$ cat src/rtl/gated_and_tester_pkg.sv
// Shared definitions for the gated-AND self-test initiator: state encoding,
// last-vector constant and the reference function f = a ? (b & c) : c.
package gated_and_tester_pkg;

    localparam logic [1:0] ST_IDLE   = 2'd0;
    localparam logic [1:0] ST_SETTLE = 2'd1;
    localparam logic [1:0] ST_SAMPLE = 2'd2;
    localparam logic [1:0] ST_DONE   = 2'd3;

    typedef enum logic [1:0] {
        IDLE   = ST_IDLE,
        SETTLE = ST_SETTLE,
        SAMPLE = ST_SAMPLE,
        DONE   = ST_DONE
    } state_e;

    localparam logic [2:0] VEC_LAST = 3'd7;

    // Expected response of the gated-AND block for one input vector.
    function automatic logic exp_f(input logic a, input logic b, input logic c);
        return a ? (b & c) : c;
    endfunction

endpackage

$ cat src/rtl/gated_and_tester_ref.sv
// Combinational reference model of the gated-AND block (a,b,c -> exp_f),
// used by the tester to compute the value it expects on each vector.
module gated_and_ref
    import gated_and_tester_pkg::*;
(
    input  logic i_a,
    input  logic i_b,
    input  logic i_c,
    output logic o_exp_f
);

    assign o_exp_f = exp_f(i_a, i_b, i_c);

endmodule

$ cat src/rtl/gated_and_tester.sv
// Self-test initiator for the gated-AND block. Sweeps all eight {a,b,c}
// vectors PASSES times, holds each for SETTLE_CYCLES before sampling f,
// counts mismatches (saturating) and reports through a start/done handshake.
// Optional first-failure capture: define GATED_AND_TESTER_FAIL_CAPTURE_EN to
// add the o_fail_vec / o_fail_vld ports and their logic.
module gated_and_tester
    import gated_and_tester_pkg::*;
#(
    parameter int SETTLE_CYCLES = 1,
    parameter int PASSES        = 1,
    parameter int ERR_W         = 4
) (
    input  logic             i_clk,
    input  logic             i_rst,
    input  logic             i_start,
    output logic             o_dut_a,
    output logic             o_dut_b,
    output logic             o_dut_c,
    input  logic             i_dut_f,
    output logic             o_busy,
    output logic             o_done,
    output logic             o_pass,
    output logic [ERR_W-1:0] o_err_cnt
`ifdef GATED_AND_TESTER_FAIL_CAPTURE_EN
    ,
    output logic [2:0]       o_fail_vec,
    output logic             o_fail_vld
`endif
);

    localparam int SET_W  = $clog2(SETTLE_CYCLES + 1);
    localparam int PASS_W = (PASSES > 1) ? $clog2(PASSES) : 1;

    localparam logic [SET_W-1:0]  SET_LOAD  = SET_W'(SETTLE_CYCLES);
    localparam logic [PASS_W-1:0] PASS_LAST = PASS_W'(PASSES - 1);
    localparam logic [ERR_W-1:0]  ERR_MAX   = {ERR_W{1'b1}};
    localparam logic [ERR_W-1:0]  ERR_ZERO  = {ERR_W{1'b0}};

    state_e              r_state;
    state_e              w_state_nxt;
    logic [SET_W-1:0]    r_settle;
    logic [SET_W-1:0]    w_settle_nxt;
    logic [2:0]          r_vec;
    logic [2:0]          w_vec_nxt;
    logic [PASS_W-1:0]   r_pass_idx;
    logic [PASS_W-1:0]   w_pass_idx_nxt;
    logic [ERR_W-1:0]    r_err;
    logic [ERR_W-1:0]    w_err_nxt;
    logic                r_pass;
    logic                w_pass_nxt;
    logic                r_busy;
    logic                w_busy_nxt;
    logic                r_done;
    logic                w_done_nxt;
    logic                w_exp_f;
    logic                w_mismatch;
`ifdef GATED_AND_TESTER_FAIL_CAPTURE_EN
    logic [2:0]          r_fail_vec;
    logic [2:0]          w_fail_vec_nxt;
    logic                r_fail_vld;
    logic                w_fail_vld_nxt;
`endif

    // Reference for the vector currently being driven; vector index is {a,b,c}.
    gated_and_ref u_ref (
        .i_a     (r_vec[2]),
        .i_b     (r_vec[1]),
        .i_c     (r_vec[0]),
        .o_exp_f (w_exp_f)
    );

    assign w_mismatch = (i_dut_f != w_exp_f);

    // Next-state, counter and status logic for the sweep sequencer.
    always_comb begin
        w_state_nxt    = r_state;
        w_settle_nxt   = r_settle;
        w_vec_nxt      = r_vec;
        w_pass_idx_nxt = r_pass_idx;
        w_err_nxt      = r_err;
        w_pass_nxt     = r_pass;
`ifdef GATED_AND_TESTER_FAIL_CAPTURE_EN
        w_fail_vec_nxt = r_fail_vec;
        w_fail_vld_nxt = r_fail_vld;
`endif
        case (r_state)
            IDLE: begin
                if (i_start) begin
                    w_vec_nxt      = 3'd0;
                    w_pass_idx_nxt = {PASS_W{1'b0}};
                    w_err_nxt      = ERR_ZERO;
                    w_pass_nxt     = 1'b0;
`ifdef GATED_AND_TESTER_FAIL_CAPTURE_EN
                    w_fail_vld_nxt = 1'b0;
`endif
                    w_settle_nxt   = SET_LOAD;
                    w_state_nxt    = SETTLE;
                end else begin
                    w_vec_nxt      = 3'd0;
                end
            end
            SETTLE: begin
                w_settle_nxt = r_settle - SET_W'(1);
                if (r_settle == SET_W'(1)) begin
                    w_state_nxt = SAMPLE;
                end else begin
                    w_state_nxt = SETTLE;
                end
            end
            SAMPLE: begin
                // The mismatch that reaches all-ones is itself counted.
                if (w_mismatch) begin
                    if (r_err != ERR_MAX) begin
                        w_err_nxt = r_err + ERR_W'(1);
                    end else begin
                        w_err_nxt = r_err;
                    end
`ifdef GATED_AND_TESTER_FAIL_CAPTURE_EN
                    if (!r_fail_vld) begin
                        w_fail_vec_nxt = r_vec;
                        w_fail_vld_nxt = 1'b1;
                    end else begin
                        w_fail_vec_nxt = r_fail_vec;
                        w_fail_vld_nxt = r_fail_vld;
                    end
`endif
                end else begin
                    w_err_nxt = r_err;
                end
                if ((r_vec == VEC_LAST) && (r_pass_idx == PASS_LAST)) begin
                    // Verdict registered on entry to DONE so it is valid with the done pulse.
                    w_pass_nxt  = (w_err_nxt == ERR_ZERO);
                    w_state_nxt = DONE;
                end else begin
                    w_vec_nxt = r_vec + 3'd1;
                    if (r_vec == VEC_LAST) begin
                        w_pass_idx_nxt = r_pass_idx + PASS_W'(1);
                    end else begin
                        w_pass_idx_nxt = r_pass_idx;
                    end
                    w_settle_nxt = SET_LOAD;
                    w_state_nxt  = SETTLE;
                end
            end
            DONE: begin
                w_vec_nxt   = 3'd0;
                w_state_nxt = IDLE;
            end
            default: begin
                w_vec_nxt   = 3'd0;
                w_state_nxt = IDLE;
            end
        endcase
        w_busy_nxt = (w_state_nxt != IDLE);
        w_done_nxt = (w_state_nxt == DONE);
    end

    // State and datapath registers with synchronous active-high reset.
    always_ff @(posedge i_clk) begin
        if (i_rst) begin
            r_state    <= IDLE;
            r_settle   <= {SET_W{1'b0}};
            r_vec      <= 3'd0;
            r_pass_idx <= {PASS_W{1'b0}};
            r_err      <= ERR_ZERO;
            r_pass     <= 1'b0;
            r_busy     <= 1'b0;
            r_done     <= 1'b0;
`ifdef GATED_AND_TESTER_FAIL_CAPTURE_EN
            r_fail_vec <= 3'd0;
            r_fail_vld <= 1'b0;
`endif
        end else begin
            r_state    <= w_state_nxt;
            r_settle   <= w_settle_nxt;
            r_vec      <= w_vec_nxt;
            r_pass_idx <= w_pass_idx_nxt;
            r_err      <= w_err_nxt;
            r_pass     <= w_pass_nxt;
            r_busy     <= w_busy_nxt;
            r_done     <= w_done_nxt;
`ifdef GATED_AND_TESTER_FAIL_CAPTURE_EN
            r_fail_vec <= w_fail_vec_nxt;
            r_fail_vld <= w_fail_vld_nxt;
`endif
        end
    end

    assign o_dut_a   = r_vec[2];
    assign o_dut_b   = r_vec[1];
    assign o_dut_c   = r_vec[0];
    assign o_busy    = r_busy;
    assign o_done    = r_done;
    assign o_pass    = r_pass;
    assign o_err_cnt = r_err;
`ifdef GATED_AND_TESTER_FAIL_CAPTURE_EN
    assign o_fail_vec = r_fail_vec;
    assign o_fail_vld = r_fail_vld;
`endif

endmodule

$ cat config.mk
export PLATFORM = sky130hd
export DESIGN_NAME = gated_and_tester
export DESIGN_NICKNAME = d
export VERILOG_FILES = /design/src/rtl/gated_and_tester_pkg.sv /design/src/rtl/gated_and_tester_ref.sv /design/src/rtl/gated_and_tester.sv
export SDC_FILE = /design/constraint.sdc
export NUM_CORES = 1
export LEC_CHECK = 0
export ABC_AREA = 1
export CORE_AREA = 2 2 47 49
export CTS_CLUSTER_DIAMETER = 30
export DETAILED_ROUTE_END_ITERATION = 6
export DIE_AREA = 0 0 49 51
export GPL_ROUTABILITY_DRIVEN = 0
export PLACE_DENSITY = 0.71
export SLEW_MARGIN = 0
export SYNTH_ARGS = -nofsm -noshare
export SYNTH_HDL_FRONTEND = slang
export SYNTH_SLANG_ARGS = --single-unit
$ cat constraint.sdc
create_clock -name i_clk -period 1.3 [get_ports i_clk]
set_input_delay 0.195 -clock i_clk [delete_from_list [all_inputs] [get_ports i_clk]]
set_output_delay 0.195 -clock i_clk [all_outputs]
set_load 0.05 [all_outputs]
== Yosys cells after proc, flatten, opt, wreduce, memory -nomap -nowiden ==
Index checks and enable logic that the tools add are counted.

* $add $sub $neg: 4
* Equal/unequal tests: 11
* Mux-type cells: 21
* Bitwise gates (word level): 2
* Reductions and logical operators: 13

{| class="wikitable"
|+ Operators by type and width
! operator !! number
|-
| 4-bit 2-to-1 mux || 4
|-
| 2-bit != test (second input constant) || 4
|-
| 2-bit one-hot mux with 4 select lines || 1
|-
| 4-bit one-hot mux with 2 select lines || 1
|-
| 1-bit 2-to-1 mux || 7
|-
| 2-bit == test (second input constant) || 3
|-
| 2-bit 2-to-1 mux || 3
|-
| 3-bit one-hot mux with 2 select lines || 1
|-
| 3-bit AND reduction || 2
|-
| 2-bit nonzero test || 3
|-
| 4-bit by 1-bit adder with 4-bit output (second input constant) || 1
|-
| 4-bit logical NOT || 1
|-
| 4-bit != test (second input constant) || 1
|-
| 1-bit one-hot mux with 2 select lines || 2
|-
| 2-bit AND reduction || 2
|-
| 4-bit AND reduction || 1
|-
| 3-bit by 1-bit adder with 3-bit output (second input constant) || 1
|-
| 3-bit == test (second input constant) || 1
|-
| 3-bit 2-to-1 mux || 1
|-
| 1-bit one-hot mux with 3 select lines || 1
|-
| 3-bit nonzero test || 1
|-
| 2-bit by 1-bit == test with 1-bit output (second input constant) || 1
|-
| 2-bit logical NOT || 1
|-
| 2-bit OR reduction || 1
|-
| other kinds (6) || 6
|}

* Register bits: 14
* Output and inout bits: 10
* Logic and storage cells: 59

== Longest topological paths before layout ==
* Depth in word-level cells: 8
* Mapped depth: 10

== Hierarchy ==
From an unflattened synthesis, not the netlist that was laid out.

* Cell total of the unflattened synthesis: 123
* Area, all modules: 829.5 µm²

{| class="wikitable"
|+ By module, submodules not included
! module !! instances !! cells an instance !! area an instance (µm²) !! sequential area each (µm²)
|-
| gated_and_tester || 1 || 119 || 813.3 || 280.3
|-
| gated_and_ref || 1 || 4 || 16.3 || 0.0
|}

== Worst setup path after synthesis ==
Ideal clock, no wire load.

* Kind: register to register
* Start: register r_err[1], in the netlist o_err_cnt[1]
* End: register r_pass, in the netlist o_pass
* Library setup time: 0.131 ns
* Data arrival time: 1.593 ns
* Required time: 1.169 ns
* Slack: -0.423 ns
* Cell stages (with the launch flop): 10
* Path buffers: 0
* Cell sequence: dfxtp_1 ha_1 inv_1 or2_0 nand3_1 nand2_1 nand2_1 nor2_1 nand2_1 a21oi_2

* Word-level cells in the longest chain between the ends: 7

{| class="wikitable"
|+ Ends and longest elaborated chain
! element !! RTL line !! source
|-
| start, declared || gated_and_tester.sv:47 || <nowiki>logic [ERR_W-1:0] r_err;</nowiki>
|-
| start signal, assigned || gated_and_tester.sv:178 || <nowiki>r_err <= w_err_nxt;</nowiki>
|-
| 4-bit by 1-bit adder with 4-bit output / 4-bit != test (equally long branches) || gated_and_tester.sv:114, gated_and_tester.sv:113 ||
|-
| 4-bit 2-to-1 mux || gated_and_tester.sv:113 || <nowiki>if (r_err != ERR_MAX) begin</nowiki>
|-
| 4-bit 2-to-1 mux (*) || gated_and_tester.sv:112 || <nowiki>if (w_mismatch) begin</nowiki>
|-
| 4-bit 2-to-1 mux (*) || gated_and_tester.sv:86 || <nowiki>case (r_state)</nowiki>
|-
| 4-bit logical NOT (*) || gated_and_tester.sv:132 || <nowiki>w_pass_nxt = (w_err_nxt == ERR_ZERO);</nowiki>
|-
| 1-bit 2-to-1 mux (*) || gated_and_tester.sv:130 || <nowiki>if ((r_vec == VEC_LAST) && (r_pass_idx == PASS_LAST)) begin</nowiki>
|-
| 1-bit one-hot mux with 2 select lines (*) || gated_and_tester.sv:86 ||
|-
| end signal, assigned || gated_and_tester.sv:179 || <nowiki>r_pass <= w_pass_nxt;</nowiki>
|-
| end, declared || gated_and_tester.sv:49 || <nowiki>logic r_pass;</nowiki>
|}

Mark *: on every way between the ends. The rest lies on a longest branch, timed or not. The select of a mux whose other input is x is not followed.
A chain may end at the register's enable or synchronous reset.

== Worst setup path in the final report ==
* Start: register r_state[0]
* End: register r_settle

* Word-level cells in the longest chain between the ends: 3

{| class="wikitable"
|+ Ends and longest elaborated chain
! element !! RTL line !! source
|-
| start, declared || gated_and_tester.sv:39 || <nowiki>state_e r_state;</nowiki>
|-
| start signal, assigned || gated_and_tester.sv:174 || <nowiki>r_state <= w_state_nxt;</nowiki>
|-
| 2-bit == test (tied with other cells) || gated_and_tester.sv:86 ||
|-
| 2-bit != test (no line) / 3-bit nonzero test (equally long branches) || - ||
|-
| 3-bit AND reduction (no line) || - ||
|-
| end signal, assigned || gated_and_tester.sv:162 || <nowiki>r_settle <= {SET_W{1'b0}};</nowiki>
|-
| end signal, assigned || gated_and_tester.sv:175 || <nowiki>r_settle <= w_settle_nxt;</nowiki>
|-
| end, declared || gated_and_tester.sv:41 || <nowiki>logic [SET_W-1:0] r_settle;</nowiki>
|}

Parallel ways exist; a longest one is shown, timed or not.

==> results.md <==
* Status: finished, violations left
* Failing checks: setup timing
* Worst hold path type: reg2reg
* Worst Path Max Fanout at 5
* Row count at 17
* Final setup fails at 1
* Relative slew margins at 85.0%
* Syn avg cell area at 6.97 um2
* DR vias at 909
* Clock tree buffer depth at 2
* Layout cell share with drive strength beyond 1 at 48.4%
* Worst-Skew Late Latency at 280 ps
* Yosys top cell by area: dfxtp_1
* PortBufs at 13
* Critical setup path kind: reg2reg
* Hold Startpoint: r_settle
* Multi-input gate area at 661 um2
* Slew @ Worst Pin at 225 ps
* Max_cap viols at 0
* Vias in the first global route at 899
* Grt total ovfl at 0
* RSZ-0062 raised after global routing: yes
* Root Driver: clkbuf_4
* Final net count at 165
* Setup ws final at -19.8 ps
* Clock skew at 2.95 ps
* Commonest non-fill, non-tap cell in the layout: nand2_1
* Detailed placement HPWL at 1620 um
* Via density at 5.02
* Overall power at 0.00105 W
* LEAKAGE at 0.556 nW
* Antenna Nets Post-Route at 0
* FF-to-FF Start: r_state[0]
* Synth top area share at 31.9%
* Most frequent cells in the layout: 27 x nand2_1, 12 x buf_4, 10 x inv_1, 10 x buf_12
* DRC at 0
* Startpoint Class: flop
* Worst Path Arrival at 1540 ps
* Min Clock Period, post-route at 1320 ps
* Hold Vio Cnt, Final at 0
* Crit end category: flop
* Initial cell density of the core at 42.6%
* Die area at 0.00250 mm2
* Slew Limit Fails at 0
* Synthesized area at 878 um2
* Fillers at 160
* Warnings from Yosys at 0
* 1st-pass router iterations at 4
* Final Core Density at 69.0%
* Drt wl/cell at 12.2 um
* Drt total wl at 2200 um
* Die H at 51 um
* Area growth from synthesis to layout at 62.0%
* Crit path from: r_state[0]
* VDD IR-drop max at 0.658 mV
* Hold Buf Count CTS at 0
* I/O Pins at 14
* Post-synthesis sequential area ratio at 31.9%
* Clock sinks at 14
* CTS tree: done
* Post-Layout Cell Count at 181
* Max Clk Rate at 758 MHz
* TritonCTS buffer count at 3
* H-tree lvl count at 1
* Synth cell types at 25
* Pwr dens at 738 mW/mm2
* Cell count after synthesis at 126
* Final Cycle Share at 102%
* Die Span X at 49 um
* GRT Total Usage at 18.1%
* Synth area leaders: dfxtp_1 32%, nand2_1 15%, ha_1 10%
* Iter 0 DRT Violations at 3
* Core outline area at 0.00206 mm2
* Initial antenna violation count at 0
* Reg clk slew, reported paths at 90 ps
* Crit path required time at 1520 ps
* Placed instance count at 176
* Synth Net Count at 137
* Yosys reg bits at 14
* Register Area at 307 um2
* Diode count at 0
* Largest net degree at the start of global routing at 10
* Global-route wire length before repair at 3530 um
## final cells by class
class,instances,share of cell area [%]
multi-input combinational,93,46.4
timing repair buffer,25,22.5
sequential,14,21.5
inverter,17,4.49
clock buffer,4,2.55
tap,28,2.46
## repair_timing
item | CTS | global route
setup endpoints to repair | 11 | 10
gates resized for setup | 14 | 16
pin swaps | 6 | 5
setup buffers | 0 | 1
## cells in the mapped netlist, drive strengths merged
cell type  count
nand2         37
inv           17
dfxtp         14
nand3         13
nor2          12
a21oi         10
ha             7
o21ai          4
nand4          3
a22oi          2
or2            2
a31oi          1
buf            1
clkbuf         1
nor3           1
o211ai         1
## final timing paths
check	endpoint	slack, ps	depth (start not counted)
worst max-delay path	r_settle	-20	6
worst min-delay path	r_settle	490	2
worst max register to register	r_settle	-20	6
worst min register to register	r_settle	490	2
## per-layer routing
metal / global-route usage [%] / up-vias / routed length (um)
met5: 0 / - / 0
li1: - / 464 / -
met3: 4.68 / 2 / 52
met4: 4.29 / 0 / 12
met1: 17.8 / 433 / 893
met2: 37.4 / 10 / 1240
## through the flow
step	hold slack, ps	cell area [um2]	TNS [ps]	worst slack [ps]
6_report	486	1420	-19.8	-19.8
5_1_grt	505	1420	-319	-77.1
4_1_cts	491	1350	-62.4	-27.2
3_5_place_dp	478	1280	-691	-216
3_3_place_gp	455	1280	-368	-122
2_1_floorplan	289	942	-28.7	-28.7
## critical path, stage by stage (launching register included)
cell,delay [ps]
dfxtp_2,350
inv_2,60
ha_4,180
or2_4,260
o211ai_1,200
o21ai_1,80
a21oi_1,110
## registers in the layout (all words and copies together), names as in the netlist
name        flops
r_settle        1
o_err_cnt       4
o_pass          1
o_busy          1
r_vec           3
r_state         2
r_pass_idx      1
o_done          1
## where the power goes
part | switching, W | internal, W | total, W
Sequential | 0.0000143 | 0.000436 | 0.000451
Clock | 0.000148 | 0.000170 | 0.000318
Combinational | 0.000156 | 0.000125 | 0.000281
Total | 0.000319 | 0.000732 | 0.00105
## logic make-up (layout without fill, tap and decap cells)
logic type | Yosys count | count (layout) | share of synthesized area [%]
simple gates | 68 | 68 | 37.9
buf+inv | 19 | 46 | 8.55
compound gates | 18 | 18 | 11.7
flops | 14 | 14 | 31.9
fa+ha+maj | 7 | 7 | 9.97
Note: power is estimated with default switching activity, not from simulation.
